### src/rtl/tdi_pkg.sv
`default_nettype none
// +--------------------------------------------------------------------+
// | tdi_pkg : opcodes, phase widths and phase descriptors for the TDI   |
// |           host initiator.                        Revision: 1.0      |
// +--------------------------------------------------------------------+
package tdi_pkg;

    localparam logic [7:0] OP_ID     = 8'hA1;
    localparam logic [7:0] OP_ID16   = 8'hA2;
    localparam logic [7:0] OP_HALT   = 8'hA4;
    localparam logic [7:0] OP_RESUME = 8'hA5;
    localparam logic [7:0] OP_RD     = 8'hA8;
    localparam logic [7:0] OP_WR     = 8'hA9;

    localparam logic [5:0] c_W8  = 6'd8;
    localparam logic [5:0] c_W16 = 6'd16;
    localparam logic [5:0] c_W32 = 6'd32;

    typedef enum logic [2:0] {
        PH_DONE    = 3'd0,
        PH_WR_OP   = 3'd1,
        PH_WR_ADDR = 3'd2,
        PH_WR_DATA = 3'd3,
        PH_RD      = 3'd4
    } phase_kind_e;

    typedef struct packed {
        phase_kind_e kind;
        logic [5:0]  width;
    } phase_desc_t;

    function automatic logic op_supported(input logic [7:0] op);
        return (op == OP_ID) || (op == OP_ID16) || (op == OP_HALT) ||
               (op == OP_RESUME) || (op == OP_RD) || (op == OP_WR);
    endfunction

    // Serial phase number idx of a frame; GAPs between phases are implicit.
    function automatic phase_desc_t phase_lookup(input logic [7:0] op, input logic [1:0] idx);
        phase_desc_t d;
        d = '{kind: PH_DONE, width: 6'd0};
        case (idx)
            2'd0: d = '{kind: PH_WR_OP, width: c_W8};
            2'd1: begin
                if (op == OP_ID16)                   d = '{kind: PH_RD, width: c_W16};
                else if (op == OP_RD || op == OP_WR) d = '{kind: PH_WR_ADDR, width: c_W32};
                else                                 d = '{kind: PH_RD, width: c_W8};
            end
            2'd2: begin
                if (op == OP_RD)      d = '{kind: PH_RD, width: c_W32};
                else if (op == OP_WR) d = '{kind: PH_WR_DATA, width: c_W32};
            end
            default: d = '{kind: PH_DONE, width: 6'd0};
        endcase
        return d;
    endfunction

endpackage
`default_nettype wire

### src/rtl/tdi_sck_gen.sv
`default_nettype none
// +--------------------------------------------------------------------+
// | tdi_sck_gen : CLK_DIV divider producing SCK (idle high) and         |
// |               single-cycle rise/fall strikes.    Revision: 1.0      |
// +--------------------------------------------------------------------+
module tdi_sck_gen #(
    parameter int CLK_DIV = 8
) (
    input  logic clk_i,
    input  logic rst_ni,
    input  logic en_i,
    output logic sck_o,
    output logic rise_o,
    output logic fall_o
);

    localparam logic [7:0] c_DIV_LAST = 8'(CLK_DIV - 1);

    logic [7:0] div_q, div_d;
    logic       sck_q, sck_d;

    always_comb begin
        div_d = div_q;
        sck_d = sck_q;
        if (!en_i) begin
            div_d = 8'd0;
            sck_d = 1'b1;
        end else if (div_q == c_DIV_LAST) begin
            div_d = 8'd0;
            sck_d = ~sck_q;
        end else begin
            div_d = div_q + 8'd1;
        end
    end

    always_ff @(posedge clk_i) begin
        if (!rst_ni) begin
            div_q <= 8'd0;
            sck_q <= 1'b1;
        end else begin
            div_q <= div_d;
            sck_q <= sck_d;
        end
    end

    // Strikes flag the HCLK edge at which SCK is about to change.
    assign rise_o = en_i && (div_q == c_DIV_LAST) && !sck_q;
    assign fall_o = en_i && (div_q == c_DIV_LAST) &&  sck_q;
    assign sck_o  = sck_q;

endmodule
`default_nettype wire

### src/rtl/tdi_host_initiator.sv
`default_nettype none
// +--------------------------------------------------------------------+
// | tdi_host_initiator : host-side TDI serial debug initiator; runs one |
// |                      command frame on SCK/SDI/SDO. Revision: 1.0    |
// +--------------------------------------------------------------------+
module tdi_host_initiator
    import tdi_pkg::*;
#(
    parameter int CLK_DIV = 8,
    parameter int GAP_CYC = 32
) (
    input  logic        HCLK,
    input  logic        HRESETn,
    input  logic        cmd_valid,
    output logic        cmd_ready,
    input  logic [7:0]  cmd_op,
    input  logic [31:0] cmd_addr,
    input  logic [31:0] cmd_wdata,
    output logic        rsp_valid,
    output logic [31:0] rsp_data,
    output logic        rsp_err,
    output logic        SCK,
    output logic        SDI,
    input  logic        SDO,
    input  logic        SDOE
);

    localparam int              c_GAP_W    = (GAP_CYC > 1) ? $clog2(GAP_CYC) : 1;
    localparam logic [c_GAP_W-1:0] c_GAP_LAST = c_GAP_W'(GAP_CYC - 1);

    typedef enum logic [2:0] {
        IDLE      = 3'd0,
        SHIFT_OUT = 3'd1,
        GAP       = 3'd2,
        SHIFT_IN  = 3'd3,
        RESP      = 3'd4
    } state_e;

    state_e              state_q, state_d;
    logic [1:0]          idx_q, idx_d;
    phase_kind_e         kind_q, kind_d;
    logic [5:0]          width_q, width_d;
    logic [5:0]          bit_q, bit_d;
    logic [c_GAP_W-1:0]  gap_q, gap_d;
    logic [31:0]         sh_q, sh_d;
    logic                sdi_q, sdi_d;
    logic [7:0]          op_q, op_d;
    logic [31:0]         addr_q, addr_d;
    logic [31:0]         wdata_q, wdata_d;
    logic [31:0]         rsp_data_q, rsp_data_d;
    logic                rsp_err_q, rsp_err_d;

    logic        w_sck_en, w_rise, w_fall, w_phase_end;
    logic [31:0] w_load;
    phase_desc_t w_next;
    logic        w_unused_sdoe;

    assign w_unused_sdoe = SDOE;
    assign w_sck_en      = (state_q == SHIFT_OUT) || (state_q == SHIFT_IN);
    assign w_next        = phase_lookup(op_q, idx_q + 2'd1);

    always_comb begin
        w_load = {24'h0, op_q};
        if (kind_q == PH_WR_ADDR)      w_load = addr_q;
        else if (kind_q == PH_WR_DATA) w_load = wdata_q;
    end

    tdi_sck_gen #(.CLK_DIV(CLK_DIV)) u_sck_gen (
        .clk_i  (HCLK),
        .rst_ni (HRESETn),
        .en_i   (w_sck_en),
        .sck_o  (SCK),
        .rise_o (w_rise),
        .fall_o (w_fall)
    );

    always_comb begin
        state_d     = state_q;
        idx_d       = idx_q;
        kind_d      = kind_q;
        width_d     = width_q;
        bit_d       = bit_q;
        gap_d       = gap_q;
        sh_d        = sh_q;
        sdi_d       = sdi_q;
        op_d        = op_q;
        addr_d      = addr_q;
        wdata_d     = wdata_q;
        rsp_data_d  = rsp_data_q;
        rsp_err_d   = rsp_err_q;
        w_phase_end = 1'b0;
        case (state_q)
            IDLE: begin
                if (cmd_valid) begin
                    op_d       = cmd_op;
                    addr_d     = cmd_addr;
                    wdata_d    = cmd_wdata;
                    rsp_data_d = 32'h0;
                    rsp_err_d  = !op_supported(cmd_op);
                    idx_d      = 2'd0;
                    kind_d     = PH_WR_OP;
                    width_d    = c_W8;
                    bit_d      = 6'd0;
                    gap_d      = '0;
                    sh_d       = {24'h0, cmd_op};
                    sdi_d      = cmd_op[0];
                    state_d    = op_supported(cmd_op) ? SHIFT_OUT : RESP;
                end
            end
            SHIFT_OUT: begin
                // Bit 0 is already on SDI, so the first fall does not shift.
                if (w_fall && (bit_q != 6'd0)) begin
                    sh_d  = sh_q >> 1;
                    sdi_d = sh_q[1];
                end
                if (w_rise) begin
                    bit_d       = bit_q + 6'd1;
                    w_phase_end = (bit_d == width_q);
                end
            end
            SHIFT_IN: begin
                if (w_rise) begin
                    sh_d[bit_q[4:0]] = SDO;
                    bit_d            = bit_q + 6'd1;
                    w_phase_end      = (bit_d == width_q);
                end
            end
            GAP: begin
                if (gap_q == c_GAP_LAST) begin
                    gap_d = '0;
                    if (kind_q == PH_RD) begin
                        state_d = SHIFT_IN;
                        sh_d    = 32'h0;
                        sdi_d   = 1'b0;
                    end else begin
                        state_d = SHIFT_OUT;
                        sh_d    = w_load;
                        sdi_d   = w_load[0];
                    end
                end else begin
                    gap_d = gap_q + 1'b1;
                end
            end
            RESP:    state_d = IDLE;
            default: state_d = IDLE;
        endcase

        if (w_phase_end) begin
            bit_d = 6'd0;
            if (w_next.kind == PH_DONE) begin
                state_d = RESP;
                if (kind_q == PH_RD) rsp_data_d = sh_d;
            end else begin
                state_d = GAP;
                idx_d   = idx_q + 2'd1;
                kind_d  = w_next.kind;
                width_d = w_next.width;
            end
        end
    end

    always_ff @(posedge HCLK) begin
        if (!HRESETn) begin
            state_q    <= IDLE;
            idx_q      <= 2'd0;
            kind_q     <= PH_DONE;
            width_q    <= 6'd0;
            bit_q      <= 6'd0;
            gap_q      <= '0;
            sh_q       <= 32'h0;
            sdi_q      <= 1'b0;
            op_q       <= 8'h0;
            addr_q     <= 32'h0;
            wdata_q    <= 32'h0;
            rsp_data_q <= 32'h0;
            rsp_err_q  <= 1'b0;
        end else begin
            state_q    <= state_d;
            idx_q      <= idx_d;
            kind_q     <= kind_d;
            width_q    <= width_d;
            bit_q      <= bit_d;
            gap_q      <= gap_d;
            sh_q       <= sh_d;
            sdi_q      <= sdi_d;
            op_q       <= op_d;
            addr_q     <= addr_d;
            wdata_q    <= wdata_d;
            rsp_data_q <= rsp_data_d;
            rsp_err_q  <= rsp_err_d;
        end
    end

    assign cmd_ready = (state_q == IDLE);
    assign rsp_valid = (state_q == RESP);
    assign rsp_data  = rsp_data_q;
    assign rsp_err   = rsp_err_q;
    assign SDI       = sdi_q;

endmodule
`default_nettype wire
### config.mk
export PLATFORM = sky130hd
export DESIGN_NAME = tdi_host_initiator
export DESIGN_NICKNAME = d
export VERILOG_FILES = /design/src/rtl/tdi_pkg.sv /design/src/rtl/tdi_sck_gen.sv /design/src/rtl/tdi_host_initiator.sv
export SDC_FILE = /design/constraint.sdc
export NUM_CORES = 1
export LEC_CHECK = 0
export BUFFER_PORTS_ARGS = -buffer_cell sky130_fd_sc_hd__buf_2
export CAP_MARGIN = 10
export CORE_MARGIN = 10
export CORE_UTILIZATION = 60
export DETAILED_ROUTE_END_ITERATION = 16
export PLACE_DENSITY = 0.82
export SLEW_MARGIN = 20
export SYNTH_ARGS = -nofsm -noshare
export SYNTH_HDL_FRONTEND = slang
export SYNTH_HIERARCHICAL = 1
export SYNTH_SLANG_ARGS = --single-unit
### constraint.sdc
create_clock -name HCLK -period 5.9 [get_ports HCLK]
set_clock_uncertainty 0.1 [all_clocks]
set_input_delay 0.59 -clock HCLK [delete_from_list [all_inputs] [get_ports HCLK]]
set_output_delay 0.59 -clock HCLK [all_outputs]
set_load 0.02 [all_outputs]
Yosys cells after proc, flatten, opt, wreduce, memory -nomap -nowiden
Cells that the tools add are included.

Order comparisons: 2. Bitwise logic cells: 3. Equality and inequality tests: 28. $add $sub $neg: 4. Reduce and logical (&&, ||, !) cells: 30. Mux-type cells: 53.

Operator list (number): 32-bit 2-to-1 mux (12); 32-bit case mux with 4 select lines (1); 8-bit equality test (second input constant) (9); 6-bit 2-to-1 mux (6); 32-bit bitwise mux (1); 3-bit 2-to-1 mux (9); 9-bit 2-to-1 mux (3); 9-bit case mux with 3 select lines (1); 3-bit by 2-bit equality test with 1-bit output (second input constant) (4); 6-bit case mux with 2 select lines (1); 2-bit 2-to-1 mux (5); 5-bit 2-to-1 mux (2); 5-bit case mux with 2 select lines (1); 3-bit case mux with 3 select lines (1); 8-bit by 1-bit adder with 8-bit output (second input constant) (1); 8-bit by 3-bit equality test with 1-bit output (second input constant) (1); 8-bit 2-to-1 mux (1); 1-bit logical OR (7); 1-bit 2-to-1 mux (7); 6-bit by 1-bit adder with 6-bit output (second input constant) (1); 3-bit equality test (second input constant) (2); 6-bit equality test (1); 3-bit zero test (2); 5-bit by 6-bit less-than comparator with 1-bit output (second input constant) (1); 25 further kinds (40).

Register bits: 172. Word-level logic and storage cells: 135. Input port bits: 77. Output and inout bits: 37.

Depth between registers and ports, before layout
Gate-level depths: netlist of the first run.

Depth after elaboration: 10. Mapped depth: 12. Mapped depth without buffers: 10.

Hierarchy
The synthesis of the first run kept the hierarchy.

Modules (own cells, without submodules): tdi_host_initiator (instances 1, area each 8270.4 µm², sequential area each 3263.1 µm², cells each 992); tdi_sck_gen (instances 1, area each 406.6 µm², sequential area each 180.2 µm², cells each 44).

Worst setup path after synthesis of the first run
Ideal clock, no wire load.

Path kind: reg-to-reg. Start point: reg u_sck_gen.div_q[3]. End point: reg rsp_data_q[20] (netlist: rsp_data[20]). Arrival time: 3.093 ns. Library setup time: 0.115 ns. Clock period less this slack: 3.307 ns. Data required time: 5.685 ns. Slack: 2.593 ns. Buffers on the path: 2. Cell stages (with the launch flop): 12. Cells stage by stage: dfxtp_1 > or4_4 > or3_4 > nor3b_2 > and3b_1 > clkbuf_1 > nand3_1 > a211oi_4 > nand4_4 > buf_6 > and3_1 > o21a_1.

Elaborated cells on any way between the ends: 13. Classes of those cells: 1 x eq/ne; 8 x mux; 4 x reduce/logical.

RTL lines: start: declaration (RTL line tdi_sck_gen.sv:19) `logic [7:0] div_q, div_d;`; start signal: assignment (RTL line tdi_sck_gen.sv:41) `div_q <= div_d;`; 8-bit by 3-bit equality test with 1-bit output (*) (RTL line tdi_sck_gen.sv:47) `assign rise_o = en_i && (div_q == c_DIV_LAST) && !sck_q;`; 1-bit logical AND (*) (2 in a row) (RTL line tdi_sck_gen.sv:47); via w_rise (RTL line tdi_host_initiator.sv:53) `logic w_sck_en, w_rise, w_fall, w_phase_end;`; 32-bit 2-to-1 mux (RTL line tdi_host_initiator.sv:122) `if (w_rise) begin`; 32-bit case mux with 4 select lines (RTL line tdi_host_initiator.sv:92) `case (state_q)`; 32-bit 2-to-1 mux (RTL line tdi_host_initiator.sv:152) `if (kind_q == PH_RD) rsp_data_d = sh_d;`; 32-bit 2-to-1 mux (RTL line tdi_host_initiator.sv:150) `if (w_next.kind == PH_DONE) begin`; 32-bit 2-to-1 mux (*) (RTL line tdi_host_initiator.sv:148) `if (w_phase_end) begin`; end signal: assignment (RTL line tdi_host_initiator.sv:189) `rsp_data_q <= rsp_data_d;`; end: declaration (RTL line tdi_host_initiator.sv:50) `logic [31:0] rsp_data_q, rsp_data_d;`.

The timed path passes the listed nets; every way through them passes the cells marked *. A chain may end at the register's enable or synchronous reset.

Worst setup path in the final report of the first run
Start point: reg u_sck_gen.div_q[3]. End point: reg rsp_data_q[24] (netlist: rsp_data[24]).

Same word-level chain as after synthesis.

==> impl_metrics.json, run 1 <==
{
  "status": "complete, no violations",
  "peakVddDrop_v": 0.000207,
  "place_ws_ps": 1790,
  "detail-route-antenna-nets": 0,
  "synthCells": 1036,
  "crit_required_ps": 6130,
  "core_mm2": 0.0140,
  "numCtsBuffers": 17,
  "synth_top_area_share": 0.397,
  "relSlewSlack": 0.307,
  "antenna_found_initial": 0,
  "layout_commonest_cell": "dfxtp_1",
  "intPower_mw": 2.08,
  "yosysWarningCount": 6,
  "h-tree-depth": 4,
  "hold_viol_final": 0,
  "totalPowerFinal_mw": 2.72,
  "synth_seq_cells": 172,
  "cts_setup_buffers": 0,
  "arrival_ps": 4440,
  "fin_crit_sh": 0.714,
  "fin_area_mm2": 0.00991,
  "path_max_fanout": 64,
  "cts-root-buf": "clkbuf_16",
  "pwr-share-seq": 0.451,
  "portBuffers": 112,
  "clkTransAtPathRegs_ps": 70,
  "die_w_um": 140,
  "drive_above_1_share": 0.162,
  "place_inst": 1258,
  "first_global_vias": 7299,
  "p_clk_frac": 0.477,
  "ys.flop_type": "dfxtp_1",
  "cts_hold_buf": 0,
  "grt_pass1_wl_mm": 37.5,
  "std_cell_rows": 43,
  "async_reset_ff_frac": 0,
  "cts_buffer_depth": 2,
  "stdcell_count": 1290,
  "hold_slack_ps": 294,
  "powerDensity_mw_per_mm2": 275,
  "grt-ovfl-total": 0,
  "synthTopCellsByArea": "dfxtp_1, a21boi_0, nand2_1",
  "reg2reg_slack_ps": 1690,
  "syn_nets": 1123,
  "placed_cell_area_mm2": 0.00923,
  "wl_per_cell_um": 18.0,
  "gp_congestion": 0.936,
  "antennaDiodeCount": 0,
  "yosysSeqAreaShare": 0.397,
  "track_usage": 0.228,
  "swShare": 0.236,
  "rsz0062_at_grt": "no",
  "drtPass1Iterations": 5,
  "synth_top_cell_by_area": "dfxtp_1",
  "startpoint_type": "register",
  "synthDistinctLibCells": 61,
  "setup_viol": 0,
  "drtIter0Drc": 951,
  "final_nets": 1184,
  "critPathCaptureType": "register",
  "p_comb_frac": 0.071,
  "via_per_inst": 6.09,
  "post-route-util": 0.706,
  "syn_area_mm2": 0.00868,
  "p_switching_mw": 0.642,
  "cts_sinks": 172,
  "fin_crit_ps": 4210,
  "crit_type": "register to register",
  "finalWorstSetupSlack_ps": 1690,
  "clkLatencyLatePin_ps": 440,
  "max_freq_mhz": 238,
  "ctsResizeCount": 0,
  "slew_violations": 0,
  "drt-total-wl_mm": 23.2,
  "max-cap-violations": 0,
  "grt_max_degree": 88,
  "start_util": 0.618,
  "p_leak_nw": 3.81,
  "mostFrequentLayoutCells": "dfxtp_1, nand2_1, buf_2",
  "io_pins": 114,
  "vias": 7854,
  "area_growth_syn_to_layout_pct": 14.2,
  "syn_avg_cell_area_um2": 8.38,
  "hpwl_mm": 15.8,
  "synth_edf_count": 0,
  "route.detailed.drc": 0,
  "die_area_mm2": 0.0197,
  "final.setup.tns_ps": 0,
  "fp.dieH_um": 140,
  "hold_path.class": "primary input to register",
  "worstMarginPinSlew_ps": 1040,
  "cts_tree": "yes"
}
[Yosys cell counts, types with 5 or more instances]
master,count
a211oi_1,16
a31oi_1,7
o21a_1,37
a221oi_1,17
a21oi_1,42
clkbuf_1,68
xnor2_1,5
a21boi_0,82
xor2_1,5
and3b_1,5
o2bb2ai_1,17
nand3b_1,7
mux2_2,11
nor3_1,5
dfxtp_1,172
nand2_1,159
or3_1,9
o21ai_0,47
o211ai_1,6
nand2b_1,11
a22oi_1,8
nor2_1,60
nor2b_1,44
and3_1,39
nand3_1,24
mux2i_1,28
ha_1,10
and2_1,12
o31ai_1,11
nor3b_1,6
inv_1,9
[critical path, cell delays in order (launching register included)]
cell and delay [ps]:
dfxtp_1 370, or4_4 590, or3_4 350, nor3b_2 170, buf_4 210, and3b_1 300, nand3_1 150, a211oi_4 410
nand4_4 720, and3_1 510, o21a_1 190
[power by group through the flow]
stage / combinational [mW] / sequential (mW) / clock [mW]
global route: 0.215 / 1.23 / 1.36
global placement: 0.188 / 1.25 / 0
floorplan: 0.133 / 1.24 / 0
CTS: 0.192 / 1.23 / 1.31
finish: 0.194 / 1.23 / 1.30
detailed placement: 0.190 / 1.25 / 0
[logic make-up (layout without fill, tap and decap cells)]
group           after synthesis  in the layout  synth area share
xor+xnor                     10             10            0.0101
buf+inv                      86            160            0.0402
compound gates              314            314             0.254
flops                       172            172             0.397
fa+ha+maj                    10             10            0.0144
simple gates                405            405             0.238
mux                          39             39            0.0466
[final cells by class]
class,instances,area (µm²)
clock buffer,17,425
clock inverter,15,258
sequential,172,3440
tap,180,225
multi-input combinational,778,4910
inverter,9,33.8
timing repair buffer,119,616
fill,1115,4130
[state kept, by name, summed over array words and instances (netlist names)]
| name | count |
|---|---|
| addr_q | 32 |
| rsp_data | 32 |
| sh_q | 32 |
| wdata_q | 32 |
| op_q | 8 |
| u_sck_gen/div_q | 8 |
| bit_q | 6 |
| width_q | 6 |
| gap_q | 5 |
| kind_q | 3 |
| state_q | 3 |
| idx_q | 2 |
| SDI | 1 |
| rsp_err | 1 |
| u_sck_gen/sck_o | 1 |
[path summary, 6_finish.rpt]
| check | startpoint | endpoint | depth (start not counted) |
|---|---|---|---|
| setup / recovery | u_sck_gen/div_q[3] | rsp_data[24] | 10 |
| hold / removal | cmd_addr[10] | addr_q[10] | 3 |
| setup reg to reg | u_sck_gen/div_q[3] | rsp_data[24] | 10 |
| hold reg to reg | u_sck_gen/div_q[0] | u_sck_gen/div_q[0] | 1 |
[metal layers]
metal,track usage,routed length (µm)
met1,0.324,10800
met2,0.327,9940
met3,0.0585,2100
met4,0.0723,414
met5,0,0
(Power assumes the default switching activity.)
==> run 2: changes to the inputs <==
--- a/config.mk
+++ b/config.mk
@@ -8,9 +8,9 @@
 export BUFFER_PORTS_ARGS = -buffer_cell sky130_fd_sc_hd__buf_2
 export CAP_MARGIN = 10
 export CORE_MARGIN = 10
-export CORE_UTILIZATION = 60
+export CORE_UTILIZATION = 53
 export DETAILED_ROUTE_END_ITERATION = 16
-export PLACE_DENSITY = 0.82
+export PLACE_DENSITY = 0.77
 export SLEW_MARGIN = 20
 export SYNTH_ARGS = -nofsm -noshare
 export SYNTH_HDL_FRONTEND = slang
==> constraint.sdc (replaced) <==
create_clock -name HCLK -period 3.45 [get_ports HCLK]
set_clock_uncertainty 0.1 [all_clocks]
set_input_delay 0.345 -clock HCLK [delete_from_list [all_inputs] [get_ports HCLK]]
set_output_delay 0.345 -clock HCLK [all_outputs]
set_load 0.02 [all_outputs]
==> impl_metrics.json, run 2 (synthesized netlist as in run 1, its figures left out) <==
{
  "reg2reg_depth": 11,
  "p_leak_nw": 3.89,
  "max_freq_mhz": 298,
  "critPathCaptureType": "register",
  "relSlewSlack": 0.582,
  "place_ws_ps": 216,
  "grt_pass1_wl_mm": 37.8,
  "drtPass1Iterations": 5,
  "fin_crit_sh": 0.974,
  "worstPathCellList": "or4_4 > or3_4 > nor3b_2 > buf_4 > nand3b_1 > buf_4 > o21ai_0 > o31ai_1 > a221oi_1 > nor2_1 > o21a_1",
  "crit_required_ps": 3690,
  "startpoint_type": "register",
  "std_cell_rows": 46,
  "drtIter0Drc": 956,
  "cts_buffer_depth": 2,
  "antenna_found_initial": 0,
  "crit_path_max_incr_delay_ps": 560,
  "totalPowerFinal_mw": 4.32,
  "hold_path.class": "primary input to register",
  "arrival_ps": 3600,
  "numCtsBuffers": 17,
  "wl_per_cell_um": 17.4,
  "hold_path_depth": 3,
  "crit_top_cell": "buf_4",
  "track_usage": 0.211,
  "vias": 7773,
  "status": "complete, no violations",
  "path_max_fanout": 13,
  "reg2reg_to": "rsp_data[25]",
  "fin_crit_ps": 3360,
  "drt-total-wl_mm": 23.4,
  "rr_startpoint": "u_sck_gen/div_q[4]",
  "drive_above_1_share": 0.177,
  "first_global_vias": 7232,
  "via_per_inst": 5.77,
  "min_to": "addr_q[15]",
  "mostFrequentLayoutCells": "dfxtp_1, nand2_1, buf_2",
  "gp_congestion": 0.960,
  "portBuffers": 112,
  "grt-ovfl-total": 0,
  "hpwl_mm": 16.2,
  "start_util": 0.544,
  "detail-route-antenna-nets": 0,
  "core_mm2": 0.0159,
  "max-cap-violations": 0,
  "powerDensity_mw_per_mm2": 430,
  "slew_violations": 0,
  "die_w_um": 148,
  "cts_tree": "yes",
  "critPathSlowestCell": "or4_4",
  "crit_type": "register to register",
  "finalWorstSetupSlack_ps": 89.3,
  "setup_viol": 0,
  "hold_viol_final": 0,
  "min_from": "cmd_addr[15]",
  "final_nets": 1204,
  "fp.dieH_um": 148,
  "h-tree-depth": 4,
  "clkTransAtPathRegs_ps": 60,
  "peakVddDrop_v": 0.000373,
  "route.detailed.drc": 0,
  "layout_commonest_cell": "dfxtp_1",
  "cts-root-buf": "clkbuf_16",
  "cts_sinks": 172,
  "grt_max_degree": 122,
  "worstMarginPinSlew_ps": 627,
  "io_pins": 114,
  "clkLatencyLatePin_ps": 450,
  "die_area_mm2": 0.0219,
  "fillerInstances": 1400,
  "reg2reg_slack_ps": 90,
  "area_growth_syn_to_layout_pct": 15.9
}
==> run 2: changes by cell type in the layout (fill, tap and decap cells not counted), sizes merged <==
cell,previous run,this run
diode,0,1
clkinvlp,3,2
buf,119,139
clkinv,1,4
clkbuf,17,22
bufinv,6,1
inv,14,11
==> run 2: how the worst max path moves through the flow <==
stage	from	to	slack, ps	cells past startpoint
finish	u_sck_gen/div_q[4]	rsp_data[25]	90	11
global route	u_sck_gen/div_q[4]	rsp_data[25]	-10	11
CTS	u_sck_gen/div_q[4]	width_q[5]	160	9
detailed placement	u_sck_gen/div_q[4]	kind_q[1]	220	9
global placement	u_sck_gen/div_q[4]	kind_q[1]	250	9
floorplan	u_sck_gen/div_q[3]	rsp_data[20]	140	11
==> run 2: where the power goes <==
part / internal, mW / switching (mW) / total (mW)
registers: 2.05 / 0.0439 / 2.09
clock network: 1.07 / 0.812 / 1.88
logic: 0.146 / 0.206 / 0.352
total: 3.26 / 1.06 / 4.32
==> run 2: timing repair <==
| action | in CTS | in global routing |
|---|---|---|
| endpoints found under the setup margin | 0 | 3 |
| hold buffers | 0 | 0 |
| setup buffers | 0 | 2 |
| resized for setup | 0 | 3 |
==> run 2: critical path, delay by kind of cell (launching register included) <==
kind            cells  cell delay (ps)
simple gates        5             1500
compound gates      4              840
buf+inv             2              460
flops               1              350
==> run 2: metrics by stage <==
| stage | hold WS, ps | cell area [µm²] | cells | utilization | setup TNS [ps] |
|---|---|---|---|---|---|
| 3_3_place_gp | 332 | 9450 | 1312 | 0.593 | 0 |
| 3_5_place_dp | 341 | 9450 | 1312 | 0.593 | 0 |
| 4_1_cts | 40.8 | 10000 | 1343 | 0.629 | 0 |
| 6_report | 44.0 | 10100 | 1346 | 0.631 | 0 |
| 5_1_grt | 46.8 | 10100 | 1345 | 0.631 | -10.5 |
| 2_1_floorplan | 318 | 8680 | 1036 | - | 0 |
==> run 2: layout make-up <==
| cell class | count | area (µm²) | share of cell area |
|---|---|---|---|
| Clock inverter | 9 | 86.3 | 0.00858 |
| Antenna cell | 1 | 2.50 | 0.000249 |
| Timing Repair Buffer | 139 | 816 | 0.0811 |
| Multi-Input combinational cell | 778 | 4920 | 0.489 |
| Sequential cell | 172 | 3440 | 0.342 |
| Clock buffer | 22 | 484 | 0.0481 |
| Inverter | 9 | 33.8 | 0.00336 |
| Tap cell | 216 | 270 | 0.0269 |
==> run 2: layer usage <==
metal	global-route usage	routed length [µm]	part of all wire	up-vias
li1	-	-	-	3860
met1	0.301	11500	0.49	3594
met2	0.303	9950	0.42	285
met3	0.0522	1650	0.071	34
met4	0.0689	379	0.016	0
met5	0	0	0	-
==> run 3: changes to the inputs <==
--- a/config.mk
+++ b/config.mk
@@ -8,11 +8,10 @@
 export BUFFER_PORTS_ARGS = -buffer_cell sky130_fd_sc_hd__buf_2
 export CAP_MARGIN = 10
 export CORE_MARGIN = 10
-export CORE_UTILIZATION = 53
+export CORE_UTILIZATION = 52
 export DETAILED_ROUTE_END_ITERATION = 16
-export PLACE_DENSITY = 0.77
+export PLACE_DENSITY = 0.76
 export SLEW_MARGIN = 20
 export SYNTH_ARGS = -nofsm -noshare
 export SYNTH_HDL_FRONTEND = slang
-export SYNTH_HIERARCHICAL = 1
 export SYNTH_SLANG_ARGS = --single-unit
==> impl_metrics.json, run 3 <==
{
  "pwr-share-seq": 0.489,
  "cts_hold_buf": 0,
  "cts-root-buf": "clkbuf_16",
  "p_clk_frac": 0.429,
  "grt-ovfl-total": 0,
  "rr_startpoint": "bit_q[0]",
  "clkTransAtPathRegs_ps": 70,
  "synthCells": 988,
  "crit_required_ps": 3670,
  "met3_usage": 0.0501,
  "cts_sinks": 172,
  "critPathCaptureType": "register",
  "route.detailed.drc": 0,
  "synthDistinctLibCells": 60,
  "intPower_mw": 3.20,
  "detail-route-antenna-nets": 0,
  "peakVddDrop_v": 0.000383,
  "cts_setup_buffers": 0,
  "worstMarginPinSlew_ps": 925,
  "grt_max_degree": 89,
  "fin_crit_ps": 2900,
  "hold_path.class": "primary input to register",
  "antennaDiodeCount": 0,
  "slew_violations": 0,
  "core_mm2": 0.0158,
  "mostFrequentLayoutCells": "nand2_1, dfxtp_1, buf_2",
  "status": "complete, no violations",
  "path_max_fanout": 16,
  "place_ws_ps": 593,
  "drt-total-wl_mm": 22.2,
  "grt_use_met2": 0.302,
  "yosysSeqAreaShare": 0.411,
  "syn_area_mm2": 0.00837,
  "first_global_vias": 6974,
  "critPathSlowestCell": "or4b_1",
  "fin_crit_sh": 0.840,
  "portBuffers": 112,
  "area_growth_syn_to_layout_pct": 14.1,
  "ys.flop_type": "dfxtp_1",
  "cp.buffers_inverters": 2,
  "crit_path_start": "bit_q[0]",
  "syn_nets": 1075,
  "clkLatencyLatePin_ps": 430,
  "std_cell_rows": 46,
  "grt_pass1_wl_mm": 36.0,
  "grtUsageMet1": 0.273,
  "crit_path_max_incr_delay_ps": 540,
  "synth_edf_count": 0,
  "numCtsBuffers": 17,
  "io_pins": 114,
  "vias": 7416,
  "synthTopCellsByCount": "nand2_1, dfxtp_1, a21oi_1",
  "rsz0062_at_grt": "no",
  "antenna_found_initial": 0,
  "p_comb_frac": 0.082,
  "finalWorstSetupSlack_ps": 550,
  "max-cap-violations": 0,
  "die_w_um": 147,
  "p_leak_nw": 3.65,
  "relSlewSlack": 0.384,
  "placed_cell_area_mm2": 0.00899,
  "path_delay_family": "compound AO/OA/AOI/OAI gates",
  "async_reset_ff_frac": 0,
  "synth_seq_cells": 172,
  "powerDensity_mw_per_mm2": 449,
  "arrival_ps": 3120,
  "worstPathCellList": "inv_1 > ha_1 > or4b_1 > o2111a_1 > buf_4 > a221oi_1 > o21ai_1 > a22o_1",
  "track_usage": 0.200,
  "fillerInstances": 1389,
  "yosysWarningCount": 0,
  "top_usage_layer": "met2",
  "fp.dieH_um": 147,
  "final.setup.tns_ps": 0,
  "ctsResizeCount": 0,
  "max_freq_mhz": 345,
  "start_util": 0.529,
  "startpoint_type": "register",
  "synth_top_cell_by_area": "dfxtp_1",
  "drtIter0Drc": 817,
  "multi_input_area_mm2": 0.00458,
  "reg2reg_slack_ps": 550,
  "crit_type": "register to register",
  "swShare": 0.253,
  "seq_area_mm2": 0.00344,
  "fin_area_mm2": 0.00955,
  "layout_commonest_cell": "nand2_1",
  "syn_avg_cell_area_um2": 8.47,
  "gp_congestion": 0.874,
  "drive_above_1_share": 0.189,
  "die_area_mm2": 0.0216,
  "hold_viol_final": 0,
  "drtPass1Iterations": 9,
  "final_nets": 1150,
  "cts_buffer_depth": 2,
  "post-route-util": 0.603,
  "cts_tree": "yes",
  "synth_top_area_share": 0.411,
  "setup_viol": 0,
  "synth_most_common_cell": "nand2_1",
  "hpwl_mm": 15.3,
  "h-tree-depth": 4,
  "wl_per_cell_um": 17.2,
  "min_from": "cmd_addr[11]",
  "p_switching_mw": 1.09,
  "via_per_inst": 5.74,
  "synthTopCellsByArea": "dfxtp_1, nand2_1, mux2i_1"
}
==> run 3: final cells by class <==
cell class / instances / share of cell area
Tap cell: 216 / 0.0283
Timing Repair Buffer: 126 / 0.0697
Clock inverter: 12 / 0.0119
Sequential cell: 172 / 0.361
Inverter: 9 / 0.00354
Clock buffer: 19 / 0.0464
Multi-Input combinational cell: 737 / 0.480
==> run 3: cell families (layout without fill, tap and decap cells) <==
family                   after synthesis  after routing  synth area share
AND/OR/NAND/NOR                      414            414             0.237
flip-flops                           172            172             0.411
XOR/XNOR                              15             15            0.0173
multiplexers                          72             72            0.0895
adder cells (fa/ha/maj)               10             10            0.0149
AO/OA/AOI/OAI                        226            226             0.188
buffers and inverters                 79            166            0.0424
==> run 3: worst paths after layout <==
check,endpoint,cells after the start
worst min-delay path,addr_q[11],3
worst max-delay path,rsp_data[25],8
worst min register to register,u_sck_gen.div_q[0],1
worst max register to register,rsp_data[25],8
==> run 3: tightest hold or removal path, cell delays in order <==
cell	delay (ps)
buf_2	100
nand2_1	40
a21oi_1	50
==> run 3: stage by stage <==
| stage | power (mW) | cells | hold slack, ps |
|---|---|---|---|
| final | 4.29 | 1291 | 49.1 |
| after global routing | 4.43 | 1291 | 47.9 |
| after CTS | 4.30 | 1291 | 39.3 |
| after detailed placement | 2.49 | 1260 | 332 |
| after global placement | 2.48 | 1260 | 327 |
| after floorplan | 2.37 | 988 | 313 |
==> run 3: routing by layer <==
| layer | share of wire | up-vias |
|---|---|---|
| li1 | - | 3642 |
| met1 | 0.47 | 3492 |
| met2 | 0.45 | 245 |
| met3 | 0.063 | 37 |
| met4 | 0.017 | 0 |
| met5 | 0 | - |
==> run 3: power groups by stage <==
stage / clock, mW / combinational (mW) / sequential (mW)
floorplan: 0 / 0.247 / 2.12
global placement: 0 / 0.343 / 2.14
detailed placement: 0 / 0.348 / 2.14
CTS: 1.86 / 0.350 / 2.10
global route: 1.93 / 0.390 / 2.11
finish: 1.84 / 0.352 / 2.10
